File: src/rtl/store_write_unit.sv
// Store write unit: lane-places MEM-stage stores, buffers them in a small FIFO and
// drains them to the data-memory port over req/ack. Optional macro STORE_ALIGN_CHECK_EN.
module store_write_unit #(
  parameter int DEPTH = 2,
  parameter int PTR_W = 1
) (
  input  logic        clk,
  input  logic        reset,
  input  logic        st_valid,
  output logic        st_ready,
  input  logic [31:0] st_addr,
  input  logic [31:0] st_wdata,
  input  logic [2:0]  storeType,
  output logic        mem_req,
  output logic [31:0] mem_addr,
  output logic [31:0] mem_wdata,
  output logic [3:0]  mem_byteen,
  input  logic        mem_ack,
  output logic        busy,
  output logic        st_exc
);
  localparam logic [0:0] IDLE = 1'b0;
  localparam logic [0:0] REQ  = 1'b1;
  localparam logic [PTR_W:0] FULL_CNT = (PTR_W+1)'(DEPTH);
  localparam logic [PTR_W:0] ONE_CNT  = (PTR_W+1)'(1);

  logic [31:0] addr_mem [DEPTH];
  logic [31:0] data_mem [DEPTH];
  logic [3:0]  be_mem   [DEPTH];

  logic [PTR_W-1:0] head_q, head_d, tail_q, tail_d, head_nxt;
  logic [PTR_W:0]   count_q, count_d;
  logic [0:0]       state_q, state_d;
  logic             mem_req_q, mem_req_d;
  logic [31:0]      mem_addr_q, mem_addr_d, mem_wdata_q, mem_wdata_d;
  logic [3:0]       mem_byteen_q, mem_byteen_d;

  logic        is_sb, is_sh, is_sw, full, accept, enq, pop;
  logic [1:0]  off;
  logic [31:0] in_addr, in_data;
  logic [3:0]  in_be;

  assign full     = (count_q == FULL_CNT);
  assign st_ready = !full;
  assign accept   = st_valid && st_ready;
  assign off      = st_addr[1:0];
  assign head_nxt = head_q + PTR_W'(1);
  assign pop      = (state_q == REQ) && mem_ack;

  always_comb begin
    is_sb   = storeType[2];
    is_sh   = !storeType[2] && storeType[1];
    is_sw   = (storeType[2:1] == 2'b00) && storeType[0];
    in_addr = {st_addr[31:2], 2'b00};
    in_data = st_wdata;
    in_be   = 4'b0000;
    if (is_sb) begin
      in_be   = 4'b0001 << off;
      in_data = {4{st_wdata[7:0]}};
    end else if (is_sh) begin
      in_be   = 4'b0011 << {off[1], 1'b0};
      in_data = {2{st_wdata[15:0]}};
    end else if (is_sw) begin
      in_be   = 4'b1111;
    end
  end

`ifdef STORE_ALIGN_CHECK_EN
  logic misalign, st_exc_q;
  assign misalign = (is_sh && off[0]) || (is_sw && (off != 2'b00));
  assign enq      = accept && (is_sb || is_sh || is_sw) && !misalign;
  assign st_exc   = st_exc_q;

  always_ff @(posedge clk or posedge reset) begin
    if (reset) st_exc_q <= 1'b0;
    else       st_exc_q <= accept && misalign;
  end
`else
  assign enq    = accept && (is_sb || is_sh || is_sw);
  assign st_exc = 1'b0;
`endif

  // Entry storage needs no reset: validity is tracked by count/pointers.
  always_ff @(posedge clk) begin
    if (enq) begin
      addr_mem[tail_q] <= in_addr;
      data_mem[tail_q] <= in_data;
      be_mem[tail_q]   <= in_be;
    end
  end

  always_comb begin
    head_d       = pop ? head_nxt : head_q;
    tail_d       = enq ? tail_q + PTR_W'(1) : tail_q;
    count_d      = count_q;
    if (enq && !pop)      count_d = count_q + ONE_CNT;
    else if (!enq && pop) count_d = count_q - ONE_CNT;
    state_d      = state_q;
    mem_req_d    = mem_req_q;
    mem_addr_d   = mem_addr_q;
    mem_wdata_d  = mem_wdata_q;
    mem_byteen_d = mem_byteen_q;
    case (state_q)
      IDLE: begin
        if (count_q != '0) begin
          mem_req_d    = 1'b1;
          mem_addr_d   = addr_mem[head_q];
          mem_wdata_d  = data_mem[head_q];
          mem_byteen_d = be_mem[head_q];
          state_d      = REQ;
        end
      end
      default: begin
        // The in-flight store stays counted until acked; the next head may be
        // the entry being written this very edge, so bypass it from the input.
        if (mem_ack) begin
          if (count_q > ONE_CNT) begin
            mem_addr_d   = addr_mem[head_nxt];
            mem_wdata_d  = data_mem[head_nxt];
            mem_byteen_d = be_mem[head_nxt];
          end else if (enq) begin
            mem_addr_d   = in_addr;
            mem_wdata_d  = in_data;
            mem_byteen_d = in_be;
          end else begin
            mem_req_d = 1'b0;
            state_d   = IDLE;
          end
        end
      end
    endcase
  end

  always_ff @(posedge clk or posedge reset) begin
    if (reset) begin
      head_q       <= '0;
      tail_q       <= '0;
      count_q      <= '0;
      state_q      <= IDLE;
      mem_req_q    <= 1'b0;
      mem_addr_q   <= '0;
      mem_wdata_q  <= '0;
      mem_byteen_q <= '0;
    end else begin
      head_q       <= head_d;
      tail_q       <= tail_d;
      count_q      <= count_d;
      state_q      <= state_d;
      mem_req_q    <= mem_req_d;
      mem_addr_q   <= mem_addr_d;
      mem_wdata_q  <= mem_wdata_d;
      mem_byteen_q <= mem_byteen_d;
    end
  end

  assign mem_req    = mem_req_q;
  assign mem_addr   = mem_addr_q;
  assign mem_wdata  = mem_wdata_q;
  assign mem_byteen = mem_byteen_q;
  assign busy       = (count_q != '0) || mem_req_q;
endmodule

File: config.mk
export PLATFORM = sky130hd
export DESIGN_NAME = store_write_unit
export DESIGN_NICKNAME = d
export VERILOG_FILES = /design/src/rtl/store_write_unit.sv
export SDC_FILE = /design/constraint.sdc
export NUM_CORES = 1
export LEC_CHECK = 0
export ABC_AREA = 1
export CORE_MARGIN = 2
export CORE_UTILIZATION = 25
export CTS_BUF_LIST = sky130_fd_sc_hd__clkbuf_16
export DETAILED_ROUTE_END_ITERATION = 10
export PLACE_DENSITY = 0.52
export SYNTH_ARGS = -nofsm -noshare
export SYNTH_HDL_FRONTEND = slang
export SYNTH_SLANG_ARGS = --single-unit
File: constraint.sdc
create_clock -name clk -period 11.8 [get_ports clk]
set_clock_uncertainty 0.05 [all_clocks]
set_input_delay 2.95 -clock clk [delete_from_list [all_inputs] [get_ports clk]]
set_output_delay 2.95 -clock clk [all_outputs]
set_load 0.02 [all_outputs]
* After elaboration in Yosys (flattened, before gate mapping) *
Memories as Yosys holds them, arrays and structs flattened.
Index checks and enable logic that the tools add are counted.
W data, S select, Z words.

word-level totals
  logic and storage cells = 76
  flip-flop bits (word level) = 74
  RAM bits = 132
  input port bits = 71
  memories = 3

memories
  memory    depth  width  rd ports  clocked after Yosys merged registers in  wr ports  RTL line  text
  data_mem  2      32     2         0                                        1         28        logic [31:0] data_mem [DEPTH];
  addr_mem  2      30     2         0                                        1         27        logic [31:0] addr_mem [DEPTH];
  be_mem    2      4      2         0                                        1         29        logic [3:0] be_mem [DEPTH];

cells by class
  equal/unequal tests = 5
  $add $sub $neg = 4
  reductions and logical operators = 20
  shifts and indexed selects = 2
  $lt $le $gt $ge = 1
  multiplexer cells = 33

operators with widths
  kind                   count
  $mux W32               12
  $mux W4                8
  $mux W1                11
  $logic_and A1 B1 Y1    7
  $ne A2 B2 Y1 const B   3
  $reduce_bool A2 Y1     3
  $logic_not A1 Y1       4
  $mux W2                2
  $reduce_and A4 Y1      1
  $shl A1 B2 Y4 const A  1
  $shl A2 B2 Y4 const A  1
  $logic_or A1 B1 Y1     3
  $ne A3 B1 Y1 const B   1
  $reduce_and A3 Y1      1
  $add A1 B1 Y1 const B  2
  $add A2 B1 Y2 const B  1
  $eq A2 B2 Y1 const B   1
  $gt A2 B1 Y1 const B   1
  $logic_not A2 Y1       1
  $sub A2 B1 Y2 const B  1

* Depth between registers and ports, before layout *
Gate-level depths: netlist of the first run.

  depth in word-level cells = 9
  depth in mapped cells = 12

* Worst setup path after synthesis of the first run *
OpenSTA, ideal clock, no wires.

  path kind = input port to flip-flop
  start = in st_valid
  end = mem addr_mem[0][0] (netlist name), enable pin
  stages on the path = 4
  arrival time = 5945 ps
  path slack = 5315 ps
  path through = inv_1 > nor2_1 > nand2_2 > nor2_1

between the ends
  cells in the longest elaborated chain, start to end = 4

ends and longest elaborated chain
  element                        RTL line  text
  from (decl)                    9         input logic st_valid,
  $logic_and A1 B1 Y1            45        assign accept = st_valid && st_ready;
  $logic_and A1 B1 Y1            79        assign enq = accept && (is_sb || is_sh || is_sw);
  $mux W1                        85        if (enq) begin
  $mux W1 (implied by the code)  86        addr_mem[tail_q] <= in_addr;
  to (decl)                      27

No other way between the ends.

* Worst setup path in the final report of the first run *
  start = in storeType[2]
  end = reg mem_wdata_q[25], in the netlist mem_wdata[25]

between the ends
  cells in the longest elaborated chain, start to end = 8
  elaborated cells between the ends (all ways) = 15

ends and longest elaborated chain
  element               RTL line  text
  from (decl)           13        input logic [2:0] storeType,
  $logic_not A1 Y1      52        is_sh = !storeType[2] && storeType[1];
  $logic_and A1 B1 Y1   52
  $mux W32              60        end else if (is_sh) begin
  $mux W32              57        if (is_sb) begin
  $mux W32              121       end else if (enq) begin
  $mux W32              117       if (count_q > ONE_CNT) begin
  $mux W32              116       if (mem_ack) begin
  $mux W32              103       case (state_q)
  to (signal assigned)  151       mem_wdata_q <= mem_wdata_d;
  to (decl)             35        logic [31:0] mem_addr_q, mem_addr_d, mem_wdata_q, mem_wdata_d;

Parallel ways exist; a longest one is shown, timed or not. The select of a mux whose other input is x is not followed.
A chain may end at the register's enable or synchronous reset.

==> results.md, run 1 <==
- The flow ran to the end, and the final reports show no timing, DRC or antenna violations.
- After synthesis the cells add up to 0.01010 sq mm.
- By startpoint and endpoint, the worst setup path is classified as in -> reg.
- The number of post-CTS setup repair buffers is 0.
- At the worst endpoint, the required time is 12.21 ns.
- The post-synthesis sequential element count is about 200.
- Across the VDD grid, the largest voltage drop is around 0.11 mV.
- The clock transition at the registers of the reported paths is 0.06 ns.
- The final clock period utilization by the worst path is between 40% and 50%.
- Among all stages on the critical path, the largest delay is contributed by clkdlybuf4s50_1.
- In this design, the stage delay of the slowest critical-path cell is approximately 0.73 ns.
- The congestion estimate from routability-driven global placement came to 0.7193.
- The residual antenna-violating net count after detailed routing is 0.
- Setup repair after global routing left no endpoint under its margin.
- The die covers 0.04204 sq mm.
- Counting both buffers and inverters, the worst setup path holds a total of 3.
- The data arrival at the endpoint of the critical path is 5.96 ns.
- For the pin with the worst max-slew slack, the measured transition is 1.071 ns.
- The first-pass GRT wire length is between 40 and 50 mm.
- For this run, the detailed router's first-pass iteration total came to 5.
- The leakage power is 5.334 nW.
- The die is a little over 200 um tall.
- The areal power density over the cells is between 200 and 300 mW/mm^2.
- The initial standard-cell utilization of the core is 25.37%.
- The total track usage is approximately 14%.
- The initial antenna violation count is 0.
- Walking the worst path, the cells encountered are clkdlybuf4s50_1 > nor2_4 > nand2_2 > nand2_2 > nand2_2 > nand2_1 > nand2_4 > inv_2 > buf_4 > nand2_1 > nand2_1.
- After clock tree synthesis, the repair step resized 0 gates.
- The final setup violation count is 0.
- The floorplan step defined a core boundary enclosing 0.03982 sq mm.
- Yosys mapped a number of flops with a built-in enable equal to 132.
- For this design, the CTS-stage hold fixing added 0 buffers.
- The setup TNS is 0 ns.
- In the routed layout, each cell is associated on average with a via count of about 4.6.
- The worst setup path is launched from an input port.
- TritonCTS built the clock tree.
- Port buffering added 139 buffers.
- Measured against its own limit, the worst slew margin works out to between 20 and 30%.
- The final global-route overflow total is 0.
- The final routed wirelength across all metal layers is 29.93 mm.
- The final net count is 1316.
- The later-pin clock latency in the skew report is between 0.5 and 0.6 ns.
- After the first detailed-routing iteration, the DRC count stood at 470.
- The post-layout minimum cycle time is 5.554 ns.
- The count of filler cells inserted in the layout is 4164.
- The number of different library cells in the post-synthesis netlist is 26.
- Ranked by total cell area, the synthesized netlist is headed by edfxtp_1, nand2_1, dfrtp_1.
- Among cell families on the critical path, the largest total delay comes from buffers and inverters.
- From synthesis to final layout, the design area changed by 25.28%.
- The final count of pins violating max slew is 0.
- The gate count after technology mapping is 1139.
- After synthesis, the largest area contributor takes up 39.23% of total cell area.
- The pin count of the biggest net entering global routing is 99.
- In this run the worst hold path is classified as reg -> reg.
- The final-report hold violation count is 0.
- The highest clock frequency the design can meet is 180.1 MHz.
- The number of global-route vias before repair is 8037.
- The CTS H-tree depth is 1.
- Counting along the longest clock path gives a buffer depth of 3.
- The most frequently used cell type in the post-synthesis netlist is nand2_1.
- In this run the worst path has a maximum fanout of between 50 and 60.
- Summing all multi-input logic gate instances after layout gives 0.003789 sq mm.
- The number of antenna repair diodes is 0.
- Ranked by instance count, the synthesized netlist is headed by nand2_1, edfxtp_1, o211ai_1.
- The synthesized area per cell is 8.872 sq um.
- Of all cell types, the one taking the most synthesized area is edfxtp_1.
- The proportion of layout cells with a drive suffix above 1 is 8.102%.
- The most instantiated flip-flop cell in the synthesis netlist is edfxtp_1.
- In the final routed layout, each cell accounts on average for 16.78 um.
- The routed layout has about 8200 vias.
- The width of the chip is around 200 um.
- The tool flagged a number of max-cap violations equal to 0.
- After synthesis, the share of flip-flops with an asynchronous set or reset is 35.29%.
- For this design the top-level I/O count stands at 143.
- The post-route DRC violation count is 0.
- The tree built by TritonCTS fans out to 204 sinks.
- CTS placed an instance of clkbuf_16 at the clock tree root.
- The final total power is 0.003423 W.
- The number of buffers created by CTS is 25.
- Detailed placement finished with a half-perimeter wire length of 17.88 mm.
- The sequential share of the synthesized area is roughly 57%.
- In this run the core area contains 73 standard-cell rows.
- In the final layout, flip-flops and latches occupy between 0.005 and 0.006 sq mm.
- The Yosys step of the flow raised 0 warnings.
- STA classifies the critical path endpoint as a flop.
## path summary, 6_finish.rpt
check | start | to | slack [ns] | depth (start not counted)
min in group asynchronous | reset | mem_addr[11]$_DFFE_PP0P_ | 2.72 | 2
max | storeType[2] | mem_wdata[25]$_DFFE_PP0P_ | 6.25 | 11
max reg2reg | count_q[1]$_DFFE_PP0P_ | mem_wdata[25]$_DFFE_PP0P_ | 8.72 | 11
max in group asynchronous | reset | state_q$_DFF_PP0_ | 7.89 | 3
min | mem_addr[24]$_DFFE_PP0P_ | mem_addr[24]$_DFFE_PP0P_ | 0.42 | 2
min reg2reg | mem_addr[24]$_DFFE_PP0P_ | mem_addr[24]$_DFFE_PP0P_ | 0.42 | 2
## layout by cell type, fill, tap and decap left out, types with 3 or more instances in the layout
cell type,instances
xor2_1,3
clkinv_2,6
clkbuf_16,26
nand3_1,90
buf_4,11
nand2_2,3
inv_1,54
dfrtp_1,70
o211ai_1,95
nand4_1,4
ha_1,4
nor2_1,8
clkinv_1,7
clkdlybuf4s50_1,139
conb_1,3
or2_2,43
nand2_1,491
edfxtp_1,132
a21oi_1,28
and2_1,4
nor2_4,4
o21ai_0,23
## flip-flops by register name (all words and copies together) (netlist names)
signal	count
be_mem	8
mem_req	1
tail_q	1
addr_mem	60
mem_byteen	4
mem_wdata	32
head_q	1
count_q	2
mem_addr	30
data_mem	64
state_q	1
## per-stage QoR
stage	hold slack [ns]	worst slack [ns]	util, %	instance area, sq um	instances
floorplan	0.4232	5.315	-	10110	1141
global placement	0.4075	5.794	29.88	11900	1739
finish	0.4169	6.246	31.79	12660	1784
detailed placement	0.4113	5.691	29.88	11900	1739
CTS	0.4255	6.234	31.79	12660	1784
global route	0.4405	5.933	31.79	12660	1784
## power breakdown
part,internal [W],switching [W]
sequential,0.00101,0.000148
combinational,0.000557,0.000989
clock,0.000417,0.000301
## layer usage
metal / track usage [%] / wire length [um]
met1: 19.63 / 13840
met5: 0 / 0
met4: 3.520 / 580
met3: 1.814 / 1543
met2: 23.62 / 13970
## logic make-up after synthesis
kind of cell | after synthesis | synth area share [%]
simple gates | 648 | 26.70
flops | 204 | 57.06
compound gates | 147 | 9.646
buf+inv | 131 | 5.721
xor+xnor | 4 | 0.3468
fa+ha+maj | 4 | 0.4953
other cells | 1 | 0.03711
## cell type report
| cell class | instances | share of cell area [%] |
|---|---|---|
| inverter | 54 | 1.641 |
| clock buffer | 26 | 5.139 |
| timing repair buffer | 150 | 11.64 |
| sequential | 204 | 45.60 |
| tap | 525 | 5.189 |
| clock inverter | 19 | 0.8599 |
| multi-input combinational | 806 | 29.93 |
## worst reg2reg max path, stage by stage, from the launching register on
cell     delay [ns]
dfrtp_1        0.40
inv_1          0.15
ha_1           0.23
inv_1          0.05
nand2_1        0.70
nand2_2        0.14
nand2_1        0.14
nand2_4        0.05
inv_2          0.24
buf_4          0.60
nand2_1        0.16
nand2_1        0.10
No activity file was read; power rests on OpenSTA's default activity.
==> run 2, diff against run 1 <==
--- a/config.mk
+++ b/config.mk
@@ -10,7 +10,7 @@
 export CORE_UTILIZATION = 25
 export CTS_BUF_LIST = sky130_fd_sc_hd__clkbuf_16
 export DETAILED_ROUTE_END_ITERATION = 10
-export PLACE_DENSITY = 0.52
+export PLACE_DENSITY = 0.53
 export SYNTH_ARGS = -nofsm -noshare
 export SYNTH_HDL_FRONTEND = slang
 export SYNTH_SLANG_ARGS = --single-unit
==> constraint.sdc (replaced) <==
create_clock -name clk -period 4.6 [get_ports clk]
set_clock_uncertainty 0.05 [all_clocks]
set_input_delay 1.15 -clock clk [delete_from_list [all_inputs] [get_ports clk]]
set_output_delay 1.15 -clock clk [all_outputs]
set_load 0.02 [all_outputs]
==> run 2 against run 1 <==
- count of clock-buffer cells in the layout unchanged
- critical endpoint is now busy
- die area unchanged
- flip-flop and latch count unchanged
- first-iteration DRC count fell by 4.0%
- core utilization increased by 0.22 points
==> results.md, run 2 (synthesis results as in run 1) <==
- The run finished with clean final reports.
- The count of filler cells inserted in the layout is 4227 (+1.5%).
- The final global-route overflow total is 0 (unchanged).
- Setup repair after global routing left no endpoint under its margin.
- The total internal power is 0.005146 W (+160%).
- STA classifies the critical path endpoint as an output port.
- The biggest fanout along the worst timing path was 4 (-92%).
- The sum of net half-perimeters after detailed placement is 18.25 mm (+2.1%).
- The final routed wirelength across all metal layers came to 29.80 mm (-0.46%).
- The DRC marker count from the first detailed-route iteration was 451 (-4.0%).
- The first-pass GRT wire length was 46.78 mm (+0.54%).
- The setup slack on the worst flop-to-flop path is 2.03 ns (-6.69 ns).
- The worst slew margin relative to its limit is 24.25% (-4.3 points).
- The final setup violation count came to 0 (unchanged).
- The post-route DRC violation count is 0 (unchanged).
- The residual antenna-violating net count after detailed routing is 0 (unchanged).
- The total track usage came to 14.29% (+0.061 points).
- The library cell used most frequently in the layout, excluding fill and tap cells, is nand2_1.
- The initial standard-cell utilization of the core is 25.37% (unchanged).
- Walking the worst path, the cells encountered are inv_1 > ha_1 > nand2_1 > clkdlybuf4s50_1.
- The mean routed wirelength per cell is 16.63 um (-0.90%).
- The post-placement cell count came to 1743 (+0.23%).
- Leaving out fill and tap cells, the most frequent cells in the layout are nand2_1, clkdlybuf4s50_1, edfxtp_1.
- The worst register-to-register path ends at mem_wdata[5]$_DFFE_PP0P_.
- The total buffers and inverters traversed by the critical path is 2 (-1).
- The maximum buffer depth of the clock tree is 3 (unchanged).
- The TritonCTS clock tree is done.
- The detailed-router iteration count before antenna repair is 5 (unchanged).
- Timing would allow up to between 300 and 400 MHz.
- The areal power density over the cells was 694.0 mW/mm^2 (+160%).
- The hold path startpoint is mem_addr[3]$_DFFE_PP0P_.
- The later-pin clock latency in the skew report is 0.54 ns (+0.02 ns).
- The proportion of layout cells with a drive suffix above 1 was 8.136% (+0.034 points).
- The count of buffers from port buffering is 139 (unchanged).
- The total I/O pin count was 143 (unchanged).
- The number of hold buffers added after cts is 0 (unchanged).
- The leakage power came to 5.382 nW (+0.91%).
- The worst register-to-register path begins at count_q[1]$_DFFE_PP0P_.
- The area of the die is 0.04204 sq mm (unchanged).
- The final weighted congestion in routability-driven placement is 0.7653 (+6.4%).
- The number of placement rows is 73 (unchanged).
- The register share of total power is 32.7% (-1.2 points).
- The initial antenna violation count is 1 (+1).
- The slowest stage cell on the critical path is clkdlybuf4s50_1.
- The switching component of the power was 0.003702 W (+160%).
- STA classifies the critical path startpoint as a flop.
- In this design, the largest share of critical-path delay is due to buffers and inverters.
- The die outline height is 205.0 um (unchanged).
- The pin count of the biggest net entering global routing came to 115 (+16%).
- The post-layout minimum cycle time is 3.164 ns.
- The highest metal layer carrying signal wires in the routed design is met4.
- The final-report hold violation count is 0 (unchanged).
- The post-cts gate resize count is 0 (unchanged).
- The worst min-delay path category is reg -> reg.
- The number of buffers created by CTS is 26 (+4.0%).
- The count of vias placed by the detailed router is 8266 (+1.1%).
- The number of max-capacitance violations reported came to 0 (unchanged).
- The proportion of total power due to net switching is 41.84% (-0.17 points).
- The detailed-routed wire length on met3 is 1.392 mm (-9.8%).
- The CTS H-tree depth is 1 (unchanged).
- The slew at the pin closest to its max-slew limit is 1.136 ns (+0.06481 ns).
- The number of global-route vias before repair is 8281 (+3.0%).
- The clock transition at the registers of the reported paths is 0.06 ns (about the same).
- The final total power came to 0.008848 W (+160%).
- The depth of the worst hold-timing path came to 2 (unchanged).
- The placeable core region came to 0.03982 sq mm (unchanged).
- The path depth of the worst reg2reg path is 9 (-2).
- The number of post-CTS setup repair buffers is 0 (unchanged).
- Of the available clock period, the critical path in the final layout requires 68.79%.
- The final standard cell count with taps included and fillers excluded came to 1792 (+0.45%).
- The met2 wire length came to 13.96 mm (about the same).
- The final count of pins violating max slew is 0 (unchanged).
- The share of total power in the clock network came to 21.1% (about the same).
- The number of flip-flops in the largest register is 64 (unchanged).
- The number of clock sinks seen by CTS was 204 (unchanged).
- The tree is rooted in a clkbuf_16.
- The required time of the critical path is 3.40 ns (-8.81 ns).
- The per-cell via count in the routed design was 4.613 (+0.66%).
- The worst hold path terminates at mem_addr[3]$_DFFE_PP0P_.
- The width of the chip is 205.0 um (unchanged).
- The data arrival at the endpoint of the critical path is 1.96 ns (-4.00 ns).
- Ranked by flip-flop count, first place goes to data_mem.
- The final net count came to 1321 (+0.38%).
- The combinational power share is 46.2% (+1.0 points).
- The total routed wire length on the met1 layer is 13.77 mm (-0.46%).
- By startpoint and endpoint, the worst setup path is classified as reg -> out.
- The area added between synthesis and finish is 26.16%.
- The maximum resistive drop on vdd came to 0.4866 mV (+340%).
- The maximum single-stage delay on the critical path was 0.63 ns (-0.10 ns).
-- run 2: cell count changes in the layout (fill, tap and decap cells not counted) --
| cell | delta |
|---|---|
| clkinv_2 | -4 |
| clkinv_1 | +2 |
| inv_1 | +4 |
| buf_4 | +1 |
| clkinv_8 | +1 |
| diode_2 | +1 |
| buf_12 | +3 |
-- run 2: layout make-up --
| class | instances | area [sq um] | share of cell area [%] |
|---|---|---|---|
| Sequential cell | 204 | 5773 | 45.28 |
| Multi-Input combinational cell | 806 | 3789 | 29.72 |
| Timing Repair Buffer | 154 | 1541 | 12.09 |
| Inverter | 54 | 207.7 | 1.629 |
| Tap cell | 525 | 656.9 | 5.153 |
| Antenna cell | 1 | 2.502 | 0.01963 |
| Clock inverter | 22 | 127.6 | 1.001 |
| Clock buffer | 26 | 650.6 | 5.104 |
-- run 2: metal layers --
metal | global-route usage (%) | vias to the layer above
met5 | 0 | -
met4 | 3.957 | 0
met3 | 2.211 | 48
met2 | 24.11 | 207
met1 | 18.98 | 3981
li1 | - | 4030
-- run 2: power groups by stage --
stage               Combinational, W  Clock, W  Sequential, W
global route                 0.00459   0.00199        0.00297
floorplan                    0.00239         0        0.00321
global placement             0.00412         0        0.00292
detailed placement           0.00417         0        0.00293
finish                       0.00409   0.00186        0.00290
CTS                          0.00418   0.00194        0.00290
-- run 2: per-stage QoR --
| stage | TNS (ns) | hold WS, ns | area (sq um) | util [%] | setup WS (ns) |
|---|---|---|---|---|---|
| after global placement | 0 | 0.4030 | 11970 | 30.05 | 1.293 |
| after global routing | 0 | 0.4299 | 12750 | 32.01 | 1.295 |
| after CTS | 0 | 0.4216 | 12750 | 32.01 | 1.363 |
| final | 0 | 0.4150 | 12750 | 32.01 | 1.436 |
| after detailed placement | 0 | 0.4072 | 11970 | 30.05 | 1.215 |
| after floorplan | -11.23 | 0.4232 | 10110 | - | -0.08511 |
-- run 2: worst max-delay path by stage --
stage | endpoint | from | cells after the start | slack (ns)
floorplan | addr_mem[0][0]$_DFFE_PP_ | st_valid | 4 | -0.09
global placement | mem_wdata[18]$_DFFE_PP0P_ | storeType[2] | 10 | 1.29
detailed placement | mem_wdata[21]$_DFFE_PP0P_ | storeType[2] | 10 | 1.21
CTS | busy | count_q[1]$_DFFE_PP0P_ | 4 | 1.36
global route | busy | count_q[1]$_DFFE_PP0P_ | 4 | 1.29
finish | busy | count_q[1]$_DFFE_PP0P_ | 4 | 1.44
-- run 2: worst min-delay path: stages, from the launching register on --
cell	delay (ns)
dfrtp_1	0.34
nand2_1	0.05
nand2_1	0.04
==> run 3, diff against run 2 <==
==> constraint.sdc (replaced) <==
create_clock -name clk -period 2.66 [get_ports clk]
set_clock_uncertainty 0.05 [all_clocks]
set_input_delay 0.665 -clock clk [delete_from_list [all_inputs] [get_ports clk]]
set_output_delay 0.665 -clock clk [all_outputs]
set_load 0.02 [all_outputs]
==> run 3 against run 2 <==
- flip-flop and latch count stayed put
- global-route usage is 0.23 points lower
- die area stayed put
- count of clock-buffer cells in the layout is 1 lower
- cell count is 0.73% higher
- final area is 1.8% higher
- first-iteration DRC count is 20% lower
- largest cell class unchanged
- largest power group unchanged
==> results.md, run 3 (synthesis results as in run 1) <==
- The count of buffers from port buffering came to 139 (unchanged).
- The number of max-capacitance violations reported is 0 (unchanged).
- The biggest fanout along the worst timing path was 4 (unchanged).
- The share of the core filled with cells in the final layout was 32.58% (+0.57 points).
- The final routed wirelength across all metal layers was 29.51 mm (-0.98%).
- The share of total power in the clock network was 20.7% (-0.4 points).
- The post-route DRC violation count came to 0 (unchanged).
- The worst slew margin relative to its limit is 56.43% (+32 points).
- The met3 track demand over resource is 2.132% (-0.080 points).
- The global-route met2 utilization is 23.12% (-0.99 points).
- The proportion of total power due to net switching is 41.26% (-0.58 points).
- The number of global-route vias before repair is 7892 (-4.7%).
- The worst hold slack across all endpoints came to 0.4071 ns (-0.007873 ns).
- The area of combinational cells with multiple inputs was 0.003789 sq mm (unchanged).
- The critical path start-end classification is reg -> out.
- The startpoint kind of the worst setup timing path is a flop.
- The initial antenna violation count was 0 (-1).
- The final-report hold violation count is 0 (unchanged).
- The post-layout worst setup margin is 0.2233 ns (-1.212 ns).
- The buffer cell driving the clock tree root is clkbuf_16.
- The final count of pins violating max slew is 0 (unchanged).
- The mean routed wirelength per cell came to 16.35 um (-1.7%).
- For this run, the top clock speed supported by timing is 410.4 MHz.
- The area of the die is 0.04204 sq mm (unchanged).
- The number of clock sinks seen by CTS is 204 (unchanged).
- The die outline height came to 205.0 um (unchanged).
- The residual antenna-violating net count after detailed routing came to 0 (unchanged).
- The per-cell via count in the routed design is 4.574 (-0.84%).
- The maximum buffer depth of the clock tree is 3 (unchanged).
- The library cell used most frequently in the layout, excluding fill and tap cells, is nand2_1.
- The final net count is 1336 (+1.1%).
- The path depth of the worst reg2reg path is 9 (unchanged).
- The required time of the critical path was 1.95 ns (-1.45 ns).
- The leakage power is 5.488 nW (+2.0%).
- The combinational power share came to 47.2% (+1.0 points).
- The final weighted congestion in routability-driven placement is 0.7560 (-1.2%).
- The register share of total power came to 32.1% (-0.6 points).
- The clock transition at the registers of the reported paths was 0.06 ns (about the same).
- The post-place setup slack is 0.1110 ns (-1.104 ns).
- The area added between synthesis and finish is 28.40%.
- The setup TNS is 0 ns (unchanged).
- The placeable core region is 0.03982 sq mm (unchanged).
- The routing usage on met1 came to 19.33% (+0.34 points).
- The areal power density over the cells is 1200 mW/mm^2 (+73%).
- The first-pass GRT wire length is 45.63 mm (-2.5%).
- The proportion of layout cells with a drive suffix above 1 is 9.531% (+1.4 points).
- The DRC marker count from the first detailed-route iteration was 359 (-20%).
- The number of antenna repair diodes is 0 (-1).
- In this run the worst hold path is classified as in -> async.
- The register bank with the most flops is data_mem.
- The final setup violation count is 0 (unchanged).
- Setup repair after global routing left no endpoint under its margin.
- The final global-route overflow total is 0 (unchanged).
- The total I/O pin count was 143 (unchanged).
- In the layout the commonest cells are nand2_1, clkdlybuf4s50_1, edfxtp_1.
- The worst setup path is captured at an output port.
- The CTS H-tree depth is 1 (unchanged).
- The pin count of the biggest net entering global routing is 147 (+28%).
- The later-pin clock latency in the skew report is 0.53 ns (about the same).
- The count of vias placed by the detailed router is 8256 (-0.12%).
- The initial standard-cell utilization of the core came to 25.37% (unchanged).
- The switching component of the power is 0.006424 W (+74%).
- The slew at the pin closest to its max-slew limit was 0.6520 ns (-0.4843 ns).
- The number of hold buffers added after cts is 0 (unchanged).
- The run finished with clean final reports.
- The number of flip-flops in the largest register is 64 (unchanged).
- The post-placement cell count is 1759 (+0.92%).
- The detailed-router iteration count before antenna repair is 4 (-1).
- The data arrival at the endpoint of the critical path is 1.72 ns (-0.24 ns).
- The maximum resistive drop on vdd is 0.5417 mV (+11%).
- The final clock period utilization by the worst path is 91.60%.
- The number of placement rows is 73 (unchanged).
- The sequential cell area in the final layout is 0.005773 sq mm (unchanged).
- The number of buffers created by CTS came to 25 (-3.8%).
- The total internal power is 0.009147 W (+78%).
- The final standard cell count with taps included and fillers excluded was 1805 (+0.73%).
- The routed design could run at a clock period as short as 2.437 ns.
- The total track usage was 14.06% (-0.23 points).
- The sum of net half-perimeters after detailed placement is 18.93 mm (+3.7%).
- The layer with the highest usage is met2.
- The width of the chip is 205.0 um (unchanged).
- The TritonCTS clock tree is done.
- The count of filler cells inserted in the layout is 4171 (-1.3%).
==> run 3: cell types whose count changed in the layout (fill, tap and decap cells not counted), moves of 2 or more <==
cell,previous run,this run
inv_1,58,53
buf_12,3,12
clkinv_2,2,5
clkdlybuf4s50_1,139,137
buf_4,12,19
==> run 3: layer usage <==
layer,up-vias,wire length (um)
met5,-,0
met4,0,586
met3,40,1429
met2,185,13910
met1,3971,13580
li1,4060,-
==> run 3: critical path, cell delays in order (launching register included) <==
cell and delay, ns:
dfrtp_1 0.41, inv_1 0.15, ha_1 0.22, nand2_1 0.10
dlygate4sd2_1 0.33
==> run 3: timing repair <==
| item | in CTS | in global routing |
|---|---|---|
| pin swaps | 0 | 0 |
| setup buffers | 0 | 0 |
| gates resized for setup | 1 | 1 |
| setup endpoints to repair | 1 | 1 |
==> run 3: final timing paths <==
| check | startpoint | end | slack [ns] |
|---|---|---|---|
| setup / recovery | count_q[1]$_DFFE_PP0P_ | busy | 0.22 |
| hold / removal | reset | mem_addr[10]$_DFFE_PP0P_ | 0.41 |
| setup reg to reg | count_q[1]$_DFFE_PP0P_ | mem_wdata[7]$_DFFE_PP0P_ | 0.54 |
| hold reg to reg | mem_addr[16]$_DFFE_PP0P_ | mem_addr[16]$_DFFE_PP0P_ | 0.42 |
| max in group asynchronous | reset | state_q$_DFF_PP0_ | 1.57 |
| min in group clk | mem_addr[16]$_DFFE_PP0P_ | mem_addr[16]$_DFFE_PP0P_ | 0.42 |
==> run 3: stage by stage <==
stage | total power (W) | cell area, sq um
6_report | 0.01557 | 12970
3_5_place_dp | 0.01253 | 12200
3_3_place_gp | 0.01238 | 12200
2_1_floorplan | 0.009671 | 10120
5_1_grt | 0.01681 | 12970
4_1_cts | 0.01583 | 12970
==> run 3: final cells by class <==
cell class | instances | area share (%)
timing repair buffer | 170 | 13.68
multi-input combinational | 806 | 29.20
clock inverter | 21 | 1.138
sequential | 204 | 44.49
clock buffer | 25 | 4.822
tap | 525 | 5.063
inverter | 54 | 1.601
==> run 3: power groups by stage <==
stage               Sequential [W]  Combinational [W]  Clock, W
floorplan                  0.00553            0.00414         0
CTS                        0.00500            0.00749   0.00335
global route               0.00512            0.00819   0.00350
finish                     0.00499            0.00735   0.00322
global placement           0.00503            0.00735         0
detailed placement         0.00505            0.00749         0
